==> src/rtl/bitset_pkg.sv <==
// Shared encodings for the bit-set register: command codes and scanner states.
package bitset_pkg;

  typedef enum logic [1:0] {
    CMD_WRITE  = 2'b00,
    CMD_TOGGLE = 2'b01,
    CMD_LOAD   = 2'b10,
    CMD_CLEAR  = 2'b11
  } cmd_e;

  typedef enum logic {
    ST_IDLE = 1'b0,
    ST_SCAN = 1'b1
  } scan_state_e;

endpackage

==> src/rtl/bitset_update.sv <==
// Combinational next-value datapath for the bit vector: per-bit write/toggle
// select, whole-vector load and clear, plus out-of-range index detection.
module bitset_update
  import bitset_pkg::*;
#(
  parameter int WIDTH = 8,
  parameter int IDX_W = $clog2(WIDTH)
) (
  input  logic [WIDTH-1:0] cur_vec,
  input  logic [1:0]       cmd,
  input  logic [IDX_W-1:0] index,
  input  logic             value,
  input  logic [WIDTH-1:0] load_data,
  output logic [WIDTH-1:0] next_vec,
  output logic             index_err
);

  // One bit wider than the index so WIDTH itself is representable.
  localparam logic [IDX_W:0] WIDTH_L = (IDX_W + 1)'(WIDTH);

  logic in_range;

  assign in_range = ({1'b0, index} < WIDTH_L);

  // Only the addressed bit may change on WRITE/TOGGLE; a bad index leaves the vector alone.
  always_comb begin
    next_vec  = cur_vec;
    index_err = 1'b0;
    case (cmd)
      CMD_WRITE, CMD_TOGGLE: begin
        if (in_range) begin
          for (int i = 0; i < WIDTH; i++) begin
            if (index == IDX_W'(i)) begin
              next_vec[i] = (cmd == CMD_WRITE) ? value : ~cur_vec[i];
            end
          end
        end else begin
          index_err = 1'b1;
        end
      end
      CMD_LOAD:  next_vec = load_data;
      CMD_CLEAR: next_vec = '0;
      default:   next_vec = cur_vec;
    endcase
  end

endmodule

==> src/rtl/bitset_reg.sv <==
// WIDTH-bit flag register with single-cycle commands and a sequential,
// wrap-around find-first-set scanner. Commands are blocked while scanning.
module bitset_reg
  import bitset_pkg::*;
#(
  parameter int WIDTH = 8,
  parameter int IDX_W = $clog2(WIDTH)
) (
  input  logic             clk,
  input  logic             reset,
  input  logic             cmd_valid,
  input  logic [1:0]       cmd,
  input  logic [IDX_W-1:0] index,
  input  logic             value,
  input  logic [WIDTH-1:0] load_data,
  output logic             cmd_ready,
  output logic             cmd_err,
  output logic [WIDTH-1:0] q,
  input  logic             scan_start,
  input  logic [IDX_W-1:0] scan_from,
  output logic             scan_busy,
  output logic             scan_done,
  output logic             scan_found,
  output logic [IDX_W-1:0] scan_index
);

  localparam logic [IDX_W:0]   WIDTH_L  = (IDX_W + 1)'(WIDTH);
  localparam logic [IDX_W-1:0] LAST_IDX = IDX_W'(WIDTH - 1);

  scan_state_e      state_q, state_d;
  logic [WIDTH-1:0] q_q, q_d;
  logic [IDX_W-1:0] ptr_q, ptr_d;
  logic [IDX_W-1:0] cnt_q, cnt_d;
  logic             err_q, err_d;
  logic             done_q, done_d;
  logic             found_q, found_d;
  logic [IDX_W-1:0] sidx_q, sidx_d;

  logic [WIDTH-1:0] upd_vec;
  logic             upd_err;
  logic             cmd_fire;

  assign cmd_fire = cmd_valid && cmd_ready;

  bitset_update #(
    .WIDTH (WIDTH),
    .IDX_W (IDX_W)
  ) u_update (
    .cur_vec   (q_q),
    .cmd       (cmd),
    .index     (index),
    .value     (value),
    .load_data (load_data),
    .next_vec  (upd_vec),
    .index_err (upd_err)
  );

  // Accepted commands update the vector; cmd_err is a one-cycle flag for a bad index.
  always_comb begin
    q_d   = q_q;
    err_d = 1'b0;
    if (cmd_fire) begin
      q_d   = upd_vec;
      err_d = upd_err;
    end
  end

  // Scanner: one bit examined per cycle, at most WIDTH cycles, results held until next done.
  always_comb begin
    state_d = state_q;
    ptr_d   = ptr_q;
    cnt_d   = cnt_q;
    done_d  = 1'b0;
    found_d = found_q;
    sidx_d  = sidx_q;
    case (state_q)
      ST_IDLE: begin
        if (scan_start) begin
          if ({1'b0, scan_from} < WIDTH_L) begin
            state_d = ST_SCAN;
            ptr_d   = scan_from;
            cnt_d   = '0;
          end else begin
            done_d  = 1'b1;
            found_d = 1'b0;
            sidx_d  = '0;
          end
        end
      end
      ST_SCAN: begin
        if (q_q[ptr_q]) begin
          state_d = ST_IDLE;
          done_d  = 1'b1;
          found_d = 1'b1;
          sidx_d  = ptr_q;
        end else if (cnt_q == LAST_IDX) begin
          state_d = ST_IDLE;
          done_d  = 1'b1;
          found_d = 1'b0;
          sidx_d  = '0;
        end else begin
          ptr_d = (ptr_q == LAST_IDX) ? '0 : ptr_q + 1'b1;
          cnt_d = cnt_q + 1'b1;
        end
      end
      default: state_d = ST_IDLE;
    endcase
  end

  // State and output registers; reset also aborts any scan in flight.
  always_ff @(posedge clk or posedge reset) begin
    if (reset) begin
      state_q <= ST_IDLE;
      q_q     <= '0;
      ptr_q   <= '0;
      cnt_q   <= '0;
      err_q   <= 1'b0;
      done_q  <= 1'b0;
      found_q <= 1'b0;
      sidx_q  <= '0;
    end else begin
      state_q <= state_d;
      q_q     <= q_d;
      ptr_q   <= ptr_d;
      cnt_q   <= cnt_d;
      err_q   <= err_d;
      done_q  <= done_d;
      found_q <= found_d;
      sidx_q  <= sidx_d;
    end
  end

  assign q          = q_q;
  assign cmd_err    = err_q;
  assign scan_busy  = (state_q == ST_SCAN);
  assign cmd_ready  = !scan_busy;
  assign scan_done  = done_q;
  assign scan_found = found_q;
  assign scan_index = sidx_q;

endmodule

==> config.mk <==
export PLATFORM = sky130hd
export DESIGN_NAME = bitset_reg
export DESIGN_NICKNAME = d
export VERILOG_FILES = /design/src/rtl/bitset_pkg.sv /design/src/rtl/bitset_update.sv /design/src/rtl/bitset_reg.sv
export SDC_FILE = /design/constraint.sdc
export NUM_CORES = 1
export LEC_CHECK = 0
export ABC_AREA = 1
export CAP_MARGIN = 10
export CORE_ASPECT_RATIO = 0.75
export CORE_MARGIN = 5
export CORE_UTILIZATION = 46
export DETAILED_ROUTE_END_ITERATION = 8
export PLACE_DENSITY_LB_ADDON = 0.15
export SLEW_MARGIN = 25
export SYNTH_ARGS = -nofsm -noshare
export SYNTH_HDL_FRONTEND = slang
export SYNTH_SLANG_ARGS = --single-unit
==> constraint.sdc <==
create_clock -name clk -period 1.6 [get_ports clk]
set_clock_uncertainty 0.1 [all_clocks]
set_input_delay 0.4 -clock clk [delete_from_list [all_inputs] [get_ports clk]]
set_output_delay 0.4 -clock clk [all_outputs]
set_load 0.01 [all_outputs]
==> run metrics, run 1 <==
yosys warns 0; worst setup path category flop to output port; Initial Util 46.90%; pwr dens about 1700 nW/um^2; RSZ-0062 raised after global routing no; worst setup margin 0.07995 ns; Final Non-Filler Cells between 200 and 250; H-tree depth 1; chip height between 50 and 60 um; Max Clk Rate about 660 MHz; Netlist Area Pre-Place 1192 sq um; HP Class primary input to asynchronous set/reset pin; status complete, no violations; Syn Area/Cell 7.595 sq um; Min Hold Slack between 0.3 and 0.4 ns; TritonCTS sink count 20; Critical Path Fanout Max 3; post-route cell area 1705 sq um; final hold violations 0; # IOs 37; VDD IR max a little over 1 mV; Vias roughly 1.2k; remaining antenna violation count after routing 0; core area ~2500 sq um; Setup-failing EPs final 0; Util after Layout 67.08%; first-pass GRT wire length roughly 5300 um; fill count 228; Synth Net Count between 150 and 200; ratio of cells with drive above 1 in the final layout approximately 15%; CP Capture Type output port; Die X about 69 um; Yosys reg bits 20; clk slew on worst S/H paths approximately 0.12 ns; DRC 0; hpwl dp 2404 um; total CTS buffers 3; DIE AREA roughly 3700 sq um; period utilisation layout ~95%; worst path bufs/invs 1; cell chain of the critical path dlygate4sd2_1; Setup TNS Final 0 ns; clk buf depth 2; Post-Route WL between 3000 and 4000 um; largest delay contributor family on the critical path flip-flops; largest net degree at the start of global routing 21; Pins Over Slew Limit 0; nets around 230; DR vias/cell between 5 and 6; GRT Overall Usage between 10% and 20%; Placed Area between 1500 and 2000 sq um; register area share after synthesis about two fifths; Clock Latency Late Sink about 0.31 ns; Syn Inst Count between 150 and 200; number of buffers added on ports 35; starting DRC count in detailed routing just over 60; most common cell after layout, fill and taps aside nand2_1; most frequent cells in the layout 49 x nand2_1, 21 x nand3_1, 20 x clkdlybuf4s50_1; dpl ws -0.1706 ns; crit start category flop; gr ovfl total 0; CTS tree yes; dpl cells 235; max incr delay on CP around 0.42 ns; DRT Pass-1 Iters 4; Diodes inserted 0; LEAKAGE roughly 0.87 nW; hold buffer count at cts 0; min cycle time layout roughly 1.5 ns; initial antenna violation count 0; WP data arrival 1.02 ns; WL/cell roughly 13 um; reg2reg setup slack ~0.13 ns; CP required 1.10 ns; routability congestion estimate roughly 0.80; max_cap viols 0; vias in the first global route between 1k and 1.5k; Layout area overhead 43.02%; post-synth cell types 19; Rows 16; CTS Root Cell clkbuf_4; total power 2.980 mW; Critical Path Slowest Stage Cell dfrtp_1
## cells by family after synthesis
kind of cell / share of synthesized area [%]
buf+inv: 7.659
simple gates: 34.73
other cells: 0.3145
flops: 41.97
compound gates: 11.12
fa+ha+maj: 4.197
## per-layer routing
layer	wire length, um	global-route usage, %	vias up
met5	0	0	-
met4	16	5.178	0
met3	167	5.010	2
met2	1486	32.33	38
met1	1431	25.26	570
li1	-	-	622
## worst min-delay path: cells and delay by family
kind	cells	cell delay (ns)
buf+inv	3	0.72
## synthesized netlist by cell type
cell	count	area [sq um]
a21oi_1	8	40.04
nand2_1	49	183.9
nor2_1	10	37.54
ha_1	4	50.05
a41oi_1	8	70.07
buf_4	1	7.510
nand2_2	3	18.77
nand3_2	3	30.03
nand2_4	1	11.26
or2_2	1	6.260
inv_2	3	11.26
o31ai_1	1	7.510
conb_1	1	3.750
o21ai_1	3	15.01
clkinv_2	1	5.000
nand4_4	1	21.27
inv_1	18	67.56
nand3_1	21	105.1
dfrtp_1	20	500.5
## power breakdown
part	internal [mW]	leakage, nW	switching (mW)
Sequential	0.757	0.240	0.186
Combinational	0.759	0.612	0.978
Clock	0.139	0.0210	0.161
## final cells by class
| cell class | count | area [sq um] | area share [%] |
|---|---|---|---|
| Inverter | 22 | 83.83 | 4.916 |
| Sequential cell | 20 | 501.7 | 29.42 |
| Clock buffer | 4 | 36.28 | 2.128 |
| Timing Repair Buffer | 48 | 437.9 | 25.68 |
| Tap cell | 36 | 45.04 | 2.641 |
| Multi-Input combinational cell | 114 | 600.6 | 35.22 |
## registers in the layout, indices dropped and copies added (netlist names)
name	flops
scan_done	1
scan_found	1
scan_busy	1
cnt_q	3
q	8
scan_index	3
ptr_q	3
## timing repair
action                     4_1_cts  5_1_grt
gates resized for setup         18        1
setup buffers                    5        0
setup endpoints to repair       15        8
## worst paths after layout
kind,startpoint,cells past startpoint,to
worst max-delay path,q[7],1,q[7]
worst min-delay path,reset,3,scan_busy
worst max register to register,ptr_q[0],9,ptr_q[1]
worst min register to register,scan_found,2,scan_found
max in group asynchronous,reset,3,ptr_q[0]
min in group clk,scan_found,2,scan_found
(Power assumes the default switching activity.)
==> run 2: changes to the inputs <==
Settings changed: PLACE_DENSITY set to 0.82, PLACE_DENSITY_LB_ADDON 0.15 to not set.
==> run metrics, run 2 (synthesis gave the netlist of run 1 again) <==
status complete, no violations; pwr dens 1789 nW/um^2 (+2.4%); Rows 16 (unchanged); CTS Root Cell clkbuf_4; Initial Util 46.90% (unchanged); CTS tree yes; crit start category flop; final hold violations 0 (unchanged); number of buffers added on ports 35 (unchanged); min cycle time layout 1.509 ns (-0.01128 ns); HP Class primary input to asynchronous set/reset pin; cell chain of the critical path dlygate4sd2_1; clk slew on worst S/H paths 0.12 ns (about the same); H-tree depth 1 (unchanged); core area 2542 sq um (unchanged); Diodes inserted 0 (unchanged); first-pass GRT wire length 5140 um (-2.5%); total CTS buffers 3 (unchanged); max_cap viols 0 (unchanged); largest delay contributor family on the critical path flip-flops; routability congestion estimate 0.8438 (+5.2%); Critical Path Slowest Stage Cell dfrtp_1; reg2reg setup slack 0.10 ns (-0.03 ns); Util after Layout 67.67% (+0.59 points); VDD IR max 0.7042 mV (-32%); Setup-failing EPs final 0 (unchanged); starting DRC count in detailed routing 46 (-25%); worst setup margin 0.09124 ns (+0.01128 ns); most common cell after layout, fill and taps aside nand2_1; max FFs per register 8 (unchanged); TritonCTS sink count 20 (unchanged); reg2reg path depth 10 (+1); chip height 54.09 um (unchanged); Post-Route WL 3208 um (+3.5%); ratio of cells with drive above 1 in the final layout 16.19% (+0.81 points); dpl ws -0.1520 ns (+0.01859 ns); initial antenna violation count 0 (unchanged); nets 236 (+0.85%); WP data arrival 1.01 ns (about the same); gr ovfl total 0 (unchanged); Die X 68.79 um (unchanged); Vias 1235 (+0.24%); Max Clk Rate 662.8 MHz (+0.75%); hpwl dp 2455 um (+2.1%); max incr delay on CP 0.42 ns (about the same); Clock Latency Late Sink 0.30 ns (about the same); remaining antenna violation count after routing 0 (unchanged); DRT Pass-1 Iters 4 (unchanged); Layout area overhead 44.28%; DIE AREA 3721 sq um (unchanged); Critical Path Fanout Max 3 (unchanged); clk buf depth 2 (unchanged); DR vias/cell 5.020 (-0.57%); CP Capture Type output port; hold buffer count at cts 0 (unchanged); reg2reg start q[7]; worst r2r dst ptr_q[2]; CP required 1.10 ns (about the same); Setup TNS Final 0 ns (unchanged); period utilisation layout 94.30% (-0.71 points); DRC 0 (unchanged); Pins Over Slew Limit 0 (unchanged); most frequent cells in the layout 49 x nand2_1, 21 x nand3_1, 20 x clkdlybuf4s50_1; worst path bufs/invs 1 (unchanged); # IOs 37 (unchanged); worst setup path category flop to output port; GRT Overall Usage 18.59% (-0.89 points); vias in the first global route 1171 (+0.52%); LEAKAGE 0.8828 nW (+1.1%); WL/cell 13.04 um (+2.6%); largest net degree at the start of global routing 21 (unchanged)
## run 2: cell count changes in the layout (fill, tap and decap cells not counted), sizes merged
| cell | change |
|---|---|
| buf | +2 |
## run 2: per-stage QoR
stage               cells  power [mW]  area, sq um  hold slack [ns]
finish                246       3.078         1720           0.3290
global route          246       3.367         1720           0.3558
CTS                   245       3.021         1699           0.3374
detailed placement    235       2.748         1640           0.3803
global placement      235       2.667         1640           0.3547
floorplan             157       1.998         1192           0.2638
## run 2: final cells by class
type	count	area, sq um
Timing Repair Buffer	50	452.9
Sequential cell	20	501.7
Fill cell	217	822.0
Clock buffer	4	36.28
Inverter	22	83.83
Tap cell	36	45.04
Multi-Input combinational cell	114	600.6
## run 2: power breakdown
| group | leakage, nW | total (mW) | switching (mW) | internal, mW |
|---|---|---|---|---|
| registers | 0.240 | 0.942 | 0.185 | 0.757 |
| logic | 0.622 | 1.84 | 1.01 | 0.833 |
| clock network | 0.0210 | 0.292 | 0.153 | 0.139 |
## run 2: worst max-delay path by stage
stage                  start  endpoint  cells past startpoint  slack (ns)
floorplan           cnt_q[0]  ptr_q[0]                      6        0.25
finish                  q[4]      q[4]                      1        0.09
CTS                     q[4]      q[4]                      1        0.08
global route            q[7]  cnt_q[0]                      9       -0.03
detailed placement    cmd[1]      q[0]                      6       -0.15
global placement      cmd[1]      q[0]                      6       -0.09
## run 2: metal layers
layer / part of all wire [%] / GRT usage [%]
met1: 41 / 23.15
met5: 0 / 0
met4: 1.9 / 4.207
met2: 50 / 33.12
met3: 6.8 / 3.758
## run 2: timing repair
action,in CTS,in global routing
endpoints found under the setup margin,15,9
buffers inserted,6,1
pin swaps,0,0
gates resized for setup,18,1
==> run 3: changes to the inputs <==
Settings changed: SKIP_LAST_GASP set to 1.
==> run metrics, run 3 (synthesis gave the netlist of run 1 again) <==
HP Class primary input to asynchronous set/reset pin; CTS tree yes; reg2reg setup slack 0.10 ns (about the same); DIE AREA 3721 sq um (unchanged); max FFs per register 8 (unchanged); remaining antenna violation count after routing 0 (unchanged); largest net degree at the start of global routing 21 (unchanged); CP Capture Type output port; hold buffer count at cts 0 (unchanged); WP data arrival 1.01 ns (about the same); Vias 1241 (+0.49%); pwr dens 1792 nW/um^2 (+0.15%); Diodes inserted 0 (unchanged); Layout area overhead 44.28% (unchanged); Post-Route WL 3210 um (about the same); reg2reg start q[7]; Final Non-Filler Cells 246 (unchanged); # IOs 37 (unchanged); DRC 0 (unchanged); crit start category flop; max incr delay on CP 0.39 ns (-0.03 ns); CP required 1.10 ns (about the same); reg2reg path depth 10 (unchanged); WL/cell 13.05 um (about the same); Rows 16 (unchanged); Critical Path Fanout Max 3 (unchanged); core area 2542 sq um (unchanged); GRT Overall Usage 18.68% (+0.088 points); fill count 218 (+0.46%); Pins Over Slew Limit 0 (unchanged); max_cap viols 0 (unchanged); gr ovfl total 0 (unchanged); worst setup path category flop to output port; DRT Pass-1 Iters 4 (unchanged); clk slew on worst S/H paths 0.12 ns (about the same); total power 3.083 mW (+0.15%); Clock Latency Late Sink 0.30 ns (about the same); LEAKAGE 0.8831 nW (about the same); ratio of cells with drive above 1 in the final layout 16.19% (unchanged); routability congestion estimate 0.8438 (unchanged); chip height 54.09 um (unchanged); period utilisation layout 94.65% (+0.35 points); worst r2r dst ptr_q[2]; VDD IR max 0.7055 mV (+0.19%); starting DRC count in detailed routing 65 (+41%); most common cell after layout, fill and taps aside nand2_1; Initial Util 46.90% (unchanged); total CTS buffers 3 (unchanged); CTS Root Cell clkbuf_4; first-pass GRT wire length 5168 um (+0.54%); clk buf depth 2 (unchanged); Register Area 501.7 sq um (unchanged); H-tree depth 1 (unchanged); TritonCTS sink count 20 (unchanged); vias in the first global route 1171 (unchanged); DR vias/cell 5.045 (+0.49%); hpwl dp 2455 um (unchanged); Multi-input gate area 600.6 sq um (unchanged); most frequent cells in the layout 49 x nand2_1, 21 x nand3_1, 20 x clkdlybuf4s50_1; worst path bufs/invs 3 (+2); Setup-failing EPs final 0 (unchanged); largest delay contributor family on the critical path flip-flops; status complete, no violations; min cycle time layout 1.514 ns (+0.005595 ns); Die X 68.79 um (unchanged); Critical Path Slowest Stage Cell dfrtp_1; initial antenna violation count 0 (unchanged); Max Clk Rate 660.3 MHz (-0.37%); final hold violations 0 (unchanged); dpl cells 235 (unchanged); number of buffers added on ports 35 (unchanged); cell chain of the critical path buf_4 -> inv_2 -> clkbuf_2; nets 236 (unchanged)
## run 3: cell count changes in the layout (fill, tap and decap cells not counted), sizes merged
cell,change
buf,-1
clkbuf,+1
## run 3: worst reg2reg max path, stage by stage (launching register included)
cell and delay (ns):
dfrtp_1 0.41, buf_4 0.14, inv_1 0.07, nand2_1 0.08
nand3_1 0.09, nand2_1 0.07, nand2_2 0.12, nand3_2 0.10
nand2_4 0.12, nand3_1 0.10, nand2_1 0.07
## run 3: through the flow
step	TNS, ns	instance area, sq um	hold slack, ns	util (%)	setup WS, ns
2_1_floorplan	0	1192	0.2638	-	0.2546
5_1_grt	-0.1044	1720	0.3558	67.67	-0.03080
4_1_cts	-0.05302	1703	0.3374	66.98	-0.05302
3_5_place_dp	-0.8888	1640	0.3803	64.52	-0.1520
6_report	0	1720	0.3287	67.67	0.08564
3_3_place_gp	-0.5683	1640	0.3547	64.52	-0.09272
## run 3: metal layers
metal / vias to the layer above / GRT usage, % / wire, um
li1: 623 / - / -
met4: 0 / 4.207 / 62
met1: 567 / 23.27 / 1304
met5: - / 0 / 0
met3: 6 / 3.758 / 216
met2: 45 / 33.28 / 1626
## run 3: worst max-delay path by stage
| stage | slack, ns | from | end | depth (start not counted) |
|---|---|---|---|---|
| 3_3_place_gp | -0.09 | cmd[1] | q[0] | 6 |
| 3_5_place_dp | -0.15 | cmd[1] | q[0] | 6 |
| 2_1_floorplan | 0.25 | cnt_q[0] | ptr_q[0] | 6 |
| 5_1_grt | -0.03 | q[7] | cnt_q[0] | 9 |
| 4_1_cts | -0.05 | scan_busy | cmd_ready | 3 |
| 6_report | 0.09 | scan_busy | cmd_ready | 3 |
## run 3: repair_timing
action / 4_1_cts / 5_1_grt
endpoints found under the setup margin: 15 / 10
resized for setup: 15 / 3
setup buffers: 6 / 1
cloned: 0 / 0
## run 3: power by group
group / internal, mW / switching [mW]
Combinational: 0.833 / 1.02
Sequential: 0.757 / 0.186
Clock: 0.139 / 0.153
## run 3: layout make-up
cell class              count  share of cell area, %
flip-flops and latches     20                  29.16
multi-input cells         114                  34.91
repair buffers             50                  26.33
well taps                  36                  2.618
clock buffers               4                  2.109
inverters                  22                  4.873
